<file path="src/rtl/vga_sync_if.sv">
// -----------------------------------------------------------------------------
// vga_sync_if
//
// Pixel-timing bundle produced by vga_sync and consumed by the graphics pixel
// generator and the DAC/connector pins.
//
// Signals:
//   hsync       horizontal sync, active-low
//   vsync       vertical sync, active-low
//   video_on    high while the current pixel is in the visible area
//   pix_x       current column, 0..H_TOTAL-1
//   pix_y       current line, 0..V_TOTAL-1
//   pix_tick    pixel enable, high on alternate clock_50 cycles
//   frame_start high while (pix_x, pix_y) = (0, 0)
//
// Handshake: there is no valid/ready pair on this bundle. The timing generator
// is the sole master and drives every signal on every clock_50 cycle; a
// consumer may sample any signal on any clock_50 edge. pix_x, pix_y and
// video_on are stable across both cycles of a pixel.
//
// Modports:
//   master  the timing generator (drives everything)
//   slave   a consumer (samples everything)
// -----------------------------------------------------------------------------
interface vga_sync_if;
    logic       hsync;
    logic       vsync;
    logic       video_on;
    logic [9:0] pix_x;
    logic [9:0] pix_y;
    logic       pix_tick;
    logic       frame_start;

    modport master (
        output hsync,
        output vsync,
        output video_on,
        output pix_x,
        output pix_y,
        output pix_tick,
        output frame_start
    );

    modport slave (
        input hsync,
        input vsync,
        input video_on,
        input pix_x,
        input pix_y,
        input pix_tick,
        input frame_start
    );
endinterface

</file>
<file path="src/rtl/vga_sync.sv">
// -----------------------------------------------------------------------------
// vga_sync
//
// Timing generator for 640x480 @ 60 Hz VGA, running from the 50 MHz board
// clock with an internally derived 25 MHz pixel enable.
//
// Ports:
//   clock_50   in   sole clock, all state updates on its rising edge
//   reset_n    in   asynchronous reset, active-low
//   vga        vga_sync_if.master
//                   hsync, vsync (active-low), video_on, pix_x, pix_y,
//                   pix_tick, frame_start
//
// Parameters: H_DISPLAY/H_FP/H_SYNC/H_BP and V_DISPLAY/V_FP/V_SYNC/V_BP give
// the line and frame geometry in pixels and lines. Both totals must be at
// most 1024 because the counters are 10 bits wide.
//
// Optional build macro:
//   VGA_SYNC_DELAY_EN  hsync/vsync pass through one extra register stage that
//                      updates on every clock_50 edge, to line sync up with
//                      RGB that the pixel generator registers one clock_50
//                      cycle after video_on/pix_x/pix_y. All other outputs
//                      are unaffected.
//
// Behaviour summary:
//   - A tick register toggles every edge; pix_tick is that register.
//   - On an edge where the tick is 1, the column counter advances and wraps
//     at the end of the line; the line counter advances on that wrap and
//     wraps at the end of the frame.
//   - hsync, vsync, video_on and frame_start are registers that load the
//     decode of the *next* counter values on the same advancing edge, so the
//     coordinates and the decoded flags always change together and the
//     decoded outputs are glitch-free.
//   - Reset leaves the decode registers at their idle values, so pixel (0,0)
//     of the first frame after reset is blanked; from the second frame on
//     every frame is complete.
// -----------------------------------------------------------------------------
module vga_sync #(
    parameter int H_DISPLAY = 640,
    parameter int H_FP      = 16,
    parameter int H_SYNC    = 96,
    parameter int H_BP      = 48,
    parameter int V_DISPLAY = 480,
    parameter int V_FP      = 10,
    parameter int V_SYNC    = 2,
    parameter int V_BP      = 33
) (
    input  logic       clock_50,
    input  logic       reset_n,
    vga_sync_if.master vga
);

    // -------------------------------------------------------------------------
    // Geometry, pre-sized to the 10-bit counter width so every compare below
    // is between equal-width operands.
    // -------------------------------------------------------------------------
    localparam int H_TOTAL = H_DISPLAY + H_FP + H_SYNC + H_BP;
    localparam int V_TOTAL = V_DISPLAY + V_FP + V_SYNC + V_BP;

    localparam logic [9:0] H_LAST   = 10'(H_TOTAL - 1);
    localparam logic [9:0] V_LAST   = 10'(V_TOTAL - 1);
    localparam logic [9:0] H_VIS    = 10'(H_DISPLAY);
    localparam logic [9:0] V_VIS    = 10'(V_DISPLAY);
    localparam logic [9:0] HS_FIRST = 10'(H_DISPLAY + H_FP);
    localparam logic [9:0] HS_LAST  = 10'(H_DISPLAY + H_FP + H_SYNC - 1);
    localparam logic [9:0] VS_FIRST = 10'(V_DISPLAY + V_FP);
    localparam logic [9:0] VS_LAST  = 10'(V_DISPLAY + V_FP + V_SYNC - 1);

    // -------------------------------------------------------------------------
    // State
    // -------------------------------------------------------------------------
    logic       tick_q;          // pixel enable, toggles every edge
    logic [9:0] h_q;             // column counter
    logic [9:0] v_q;             // line counter
    logic       hsync_q;         // decoded, registered sync/flags
    logic       vsync_q;
    logic       video_on_q;
    logic       frame_start_q;

    // -------------------------------------------------------------------------
    // Next counter values and their decode
    // -------------------------------------------------------------------------
    logic [9:0] h_nxt;
    logic [9:0] v_nxt;
    logic       hsync_nxt;
    logic       vsync_nxt;
    logic       video_on_nxt;
    logic       frame_start_nxt;

    // Counter successor: the column wraps at the end of the line and only
    // that wrap moves the line counter on.
    always_comb begin
        h_nxt = h_q + 10'd1;
        v_nxt = v_q;
        if (h_q == H_LAST) begin
            h_nxt = '0;
            if (v_q == V_LAST) begin
                v_nxt = '0;
            end else begin
                v_nxt = v_q + 10'd1;
            end
        end
    end

    // Decode of the *next* position. Registering this on the advancing edge
    // means the flags describe the same pixel as pix_x/pix_y right after it.
    always_comb begin
        video_on_nxt    = (h_nxt < H_VIS) && (v_nxt < V_VIS);
        hsync_nxt       = !((h_nxt >= HS_FIRST) && (h_nxt <= HS_LAST));
        vsync_nxt       = !((v_nxt >= VS_FIRST) && (v_nxt <= VS_LAST));
        frame_start_nxt = (h_nxt == '0) && (v_nxt == '0);
    end

    // -------------------------------------------------------------------------
    // Tick, counters and decode registers
    // -------------------------------------------------------------------------
    always_ff @(posedge clock_50 or negedge reset_n) begin
        if (!reset_n) begin
            tick_q        <= 1'b0;
            h_q           <= '0;
            v_q           <= '0;
            hsync_q       <= 1'b1;
            vsync_q       <= 1'b1;
            video_on_q    <= 1'b0;
            frame_start_q <= 1'b0;
        end else begin
            tick_q <= ~tick_q;
            // Advance only on edges where the tick is high; on the other
            // edges everything except the tick holds.
            if (tick_q) begin
                h_q           <= h_nxt;
                v_q           <= v_nxt;
                hsync_q       <= hsync_nxt;
                vsync_q       <= vsync_nxt;
                video_on_q    <= video_on_nxt;
                frame_start_q <= frame_start_nxt;
            end
        end
    end

    // -------------------------------------------------------------------------
    // Outputs
    // -------------------------------------------------------------------------
    assign vga.pix_tick    = tick_q;
    assign vga.pix_x       = h_q;
    assign vga.pix_y       = v_q;
    assign vga.video_on    = video_on_q;
    assign vga.frame_start = frame_start_q;

`ifdef VGA_SYNC_DELAY_EN
    // One extra stage on sync only, updated every edge (not just on ticks),
    // so sync lags the coordinates by exactly one clock_50 cycle.
    logic hsync_d;
    logic vsync_d;

    always_ff @(posedge clock_50 or negedge reset_n) begin
        if (!reset_n) begin
            hsync_d <= 1'b1;
            vsync_d <= 1'b1;
        end else begin
            hsync_d <= hsync_q;
            vsync_d <= vsync_q;
        end
    end

    assign vga.hsync = hsync_d;
    assign vga.vsync = vsync_d;
`else
    // Sync is coincident with pix_x/pix_y.
    assign vga.hsync = hsync_q;
    assign vga.vsync = vsync_q;
`endif

endmodule

</file>
<file path="src/flat_wrapper.sv">
// flat-port wrapper written by rule: the top's interface ports become plain ports
module vga_sync_flat 
#(
    parameter int H_DISPLAY = 640,
    parameter int H_FP      = 16,
    parameter int H_SYNC    = 96,
    parameter int H_BP      = 48,
    parameter int V_DISPLAY = 480,
    parameter int V_FP      = 10,
    parameter int V_SYNC    = 2,
    parameter int V_BP      = 33
)
  (clock_50, reset_n, vga_hsync, vga_vsync, vga_video_on, vga_pix_x, vga_pix_y, vga_pix_tick, vga_frame_start);
  vga_sync_if vga_i ();
  input  logic clock_50;
  input  logic reset_n;
  output wire logic [$bits(vga_i.hsync)-1:0] vga_hsync;
  output wire logic [$bits(vga_i.vsync)-1:0] vga_vsync;
  output wire logic [$bits(vga_i.video_on)-1:0] vga_video_on;
  output wire logic [$bits(vga_i.pix_x)-1:0] vga_pix_x;
  output wire logic [$bits(vga_i.pix_y)-1:0] vga_pix_y;
  output wire logic [$bits(vga_i.pix_tick)-1:0] vga_pix_tick;
  output wire logic [$bits(vga_i.frame_start)-1:0] vga_frame_start;
  assign vga_hsync = vga_i.hsync;
  assign vga_vsync = vga_i.vsync;
  assign vga_video_on = vga_i.video_on;
  assign vga_pix_x = vga_i.pix_x;
  assign vga_pix_y = vga_i.pix_y;
  assign vga_pix_tick = vga_i.pix_tick;
  assign vga_frame_start = vga_i.frame_start;
  vga_sync #(.H_DISPLAY(H_DISPLAY), .H_FP(H_FP), .H_SYNC(H_SYNC), .H_BP(H_BP), .V_DISPLAY(V_DISPLAY), .V_FP(V_FP), .V_SYNC(V_SYNC), .V_BP(V_BP)) u_core (.clock_50(clock_50), .reset_n(reset_n), .vga(vga_i));
endmodule
</file>
<file path="config.mk">
export PLATFORM = sky130hd
export DESIGN_NAME = vga_sync_flat
export DESIGN_NICKNAME = d
export VERILOG_FILES = /design/src/rtl/vga_sync_if.sv /design/src/rtl/vga_sync.sv /design/src/flat_wrapper.sv
export SDC_FILE = /design/constraint.sdc
export NUM_CORES = 1
export LEC_CHECK = 0
export ABC_AREA = 1
export CORE_ASPECT_RATIO = 1.75
export CORE_MARGIN = 10
export CORE_UTILIZATION = 35
export DETAILED_ROUTE_END_ITERATION = 6
export SYNTH_ARGS = -nofsm -noshare
export SYNTH_HDL_FRONTEND = slang
export SYNTH_SLANG_ARGS = --single-unit
</file>
<file path="constraint.sdc">
create_clock -name clock_50 -period 2 [get_ports clock_50]
set_clock_uncertainty 0.15 [all_clocks]
set_input_delay 0.6 -clock clock_50 [delete_from_list [all_inputs] [get_ports clock_50]]
set_output_delay 0.6 -clock clock_50 [all_outputs]
set_load 0.02 [all_outputs]
</file>
==> reports/metrics.cfg <==
[clock_tree]
numCtsBuffers=3
cts_root_buffer=clkbuf_8
cts.clk_slew.worst_paths_ns=0.10
h-tree-depth=1
cts_buffer_depth=2
cts_num_sinks=25
clk_latency_ns=0.28
cts_tree=done

[global_route]
antenna_found_initial=0
grt_pass1_vias=1902
grt_pass1_wl_mm=9.29
grt_overflow=0
groute.usage.overall=0.136
grt_max_degree=26

[floorplanning]
start_util=0.358
core_area_um2=5210
dieWidth_um=75.2
fp-row-count=35
pin_count=27
dieArea_um2=8770
die_y_um=117

[critical_path]
critPathLaunchType=register
crit_arrival_ns=1.20
reg2reg_depth=11
crit_path_end_kind=primary output
crit-reg2reg-launch=u_core.vga.pix_x[5]
path_class=reg2out
rr_endpoint=u_core.vga.video_on
critPathMaxFanout=5
critPathRequiredTime_ns=1.25
regToRegSetupSlack_ns=0.10

[finish]
finish.utilization=0.484
fillers=540
layout_commonest_cell=nand2_1
diodes=0
seqCellArea_um2=634
layout_common_cells=76 x nand2_1, 31 x nor2_1, 30 x buf_4
multi_input_area_um2=1150
drive_above_1_share=0.248
nNetsFinal=337
area_growth_pct=35.0
fin_cells=385

[routing]
routed_wl_mm=5.81
drtIter0Drc=144
drtPass1Iterations=4
wire_per_inst_um=15.1
vias_per_cell=5.20
vias=2001
antenna_left=0
drcViolationCount=0

[synthesis]
ys_seq_area_frac=0.336
synth_flop_cell=dfrtp_1
synth_edf_count=0
async_flop_share=1.00
ys_warn_count=0
synth.area.top_cells=dfrtp_1 31%, nand2_1 16%, nand3_1 7.8%
syn_area_um2=1870
synth.top_cell.area_share=0.308
ys_types=31
synth.ff_latch_count=25
syn_inst=273
synth_fp_nets=279
yosysTopAreaCell=dfrtp_1
avgSynthCellArea_um2=6.84

[min_path]
min_path_cells=2
min_to=u_core.vga.video_on
worstHoldStart=u_core.vga.video_on
hp-class=reg2reg

[timing]
setup_viol=0
hold_viol=0
setup-tns-final_ns=0
min_period_over_period=0.976
setup_ws_ns=0.0489
relSlewSlack=0.790
fmax_mhz=513
worst_slew_pin_slew_ns=0.314
drv_slew=0
period_minus_slack_ns=1.95

[place]
pre_cts_ws_ns=0.0743
dp.cells=373
io_buffers=26
hpwl_mm=4.45
place_congestion=0.903

[pwr]
irDropWorstVdd_v=0.000292
powerDensity_nw_per_um2=339
leakage_nw=1.32

[run_status]
status=finished clean

[flow_run]
max_cap_viol_count=0

## cell usage after synthesis, drive strengths merged, types with 3 or more instances
library cell	count
nand2	93
dfrtp	23
buf	4
inv	30
o21ai	23
a21oi	4
ha	4
nand4	9
clkbuf	3
nand3	29
nor2	38
## stage by stage
step	total power, mW	cell area (um^2)	hold slack, ns
2_1_floorplan	0.515	1870	0.154
3_3_place_gp	0.533	2360	0.324
3_5_place_dp	0.533	2360	0.318
4_1_cts	0.857	2380	0.344
5_1_grt	0.870	2520	0.373
6_report	0.855	2520	0.337
## worst max-delay path by stage
stage	from	slack, ns	cells after the start	end
4_1_cts	u_core.vga.pix_y[4]	0.007	1	vga_pix_y[4]
6_report	u_core.vga.pix_y[0]	0.05	2	vga_pix_y[0]
2_1_floorplan	u_core.vga.pix_x[1]	0.07	12	u_core.vga.frame_start
3_3_place_gp	u_core.vga.pix_x[5]	0.07	11	u_core.vga.video_on
5_1_grt	u_core.vga.pix_y[1]	-0.01	11	u_core.vga.video_on
3_5_place_dp	u_core.vga.pix_y[0]	0.07	11	u_core.vga.video_on
## cell families (layout without fill, tap and decap cells)
family | Yosys count | count (layout) | share of synthesized area
simple gates | 172 | 173 | 0.446
buf+inv | 38 | 94 | 0.0858
compound gates | 32 | 32 | 0.0952
flops | 25 | 25 | 0.336
fa+ha+maj | 4 | 4 | 0.0268
xor+xnor | 2 | 2 | 0.00939
## routing by layer
layer | global-route usage | vias to the layer above | share of wire
met5 | 0 | - | 0
li1 | - | 991 | -
met3 | 0.0213 | 20 | 0.038
met2 | 0.259 | 52 | 0.56
met1 | 0.141 | 938 | 0.37
met4 | 0.0548 | 0 | 0.037
## state kept, by name (all words and copies together) (netlist names)
signal                  flops
u_core.vga.pix_x           10
u_core.vga.pix_y           10
u_core.vga.frame_start      1
u_core.vga.hsync            1
u_core.vga.pix_tick         1
u_core.vga.video_on         1
u_core.vga.vsync            1
## report_power, final
group | internal [mW] | leakage (nW) | total, mW | switching (mW)
combinational | 0.00570 | 0.986 | 0.0163 | 0.0106
sequential | 0.505 | 0.316 | 0.505 | 0
clock | 0.142 | 0.0217 | 0.334 | 0.192
total | 0.653 | 1.32 | 0.855 | 0.202
## area by class of cell
cell class                 instances  area share
multi-input combinational        211       0.457
sequential                        25       0.252
timing repair buffer              59       0.199
inverter                          31      0.0462
tap                               55      0.0273
clock buffer                       3      0.0164
clock inverter                     1     0.00298
## critical path: stages (launching register included)
cell and delay, ns:
dfrtp_2 0.45, buf_4 0.15, dlygate4sd2_1 0.32
## timing repair
item / in CTS / in global routing
gates resized for setup: 24 / 25
setup endpoints to repair: 24 / 4
pin swaps: 0 / 7
buffers inserted: 0 / 7
hold buffers: 0 / 0
cloned: 0 / 1
Note: power is estimated with default switching activity, not from simulation.
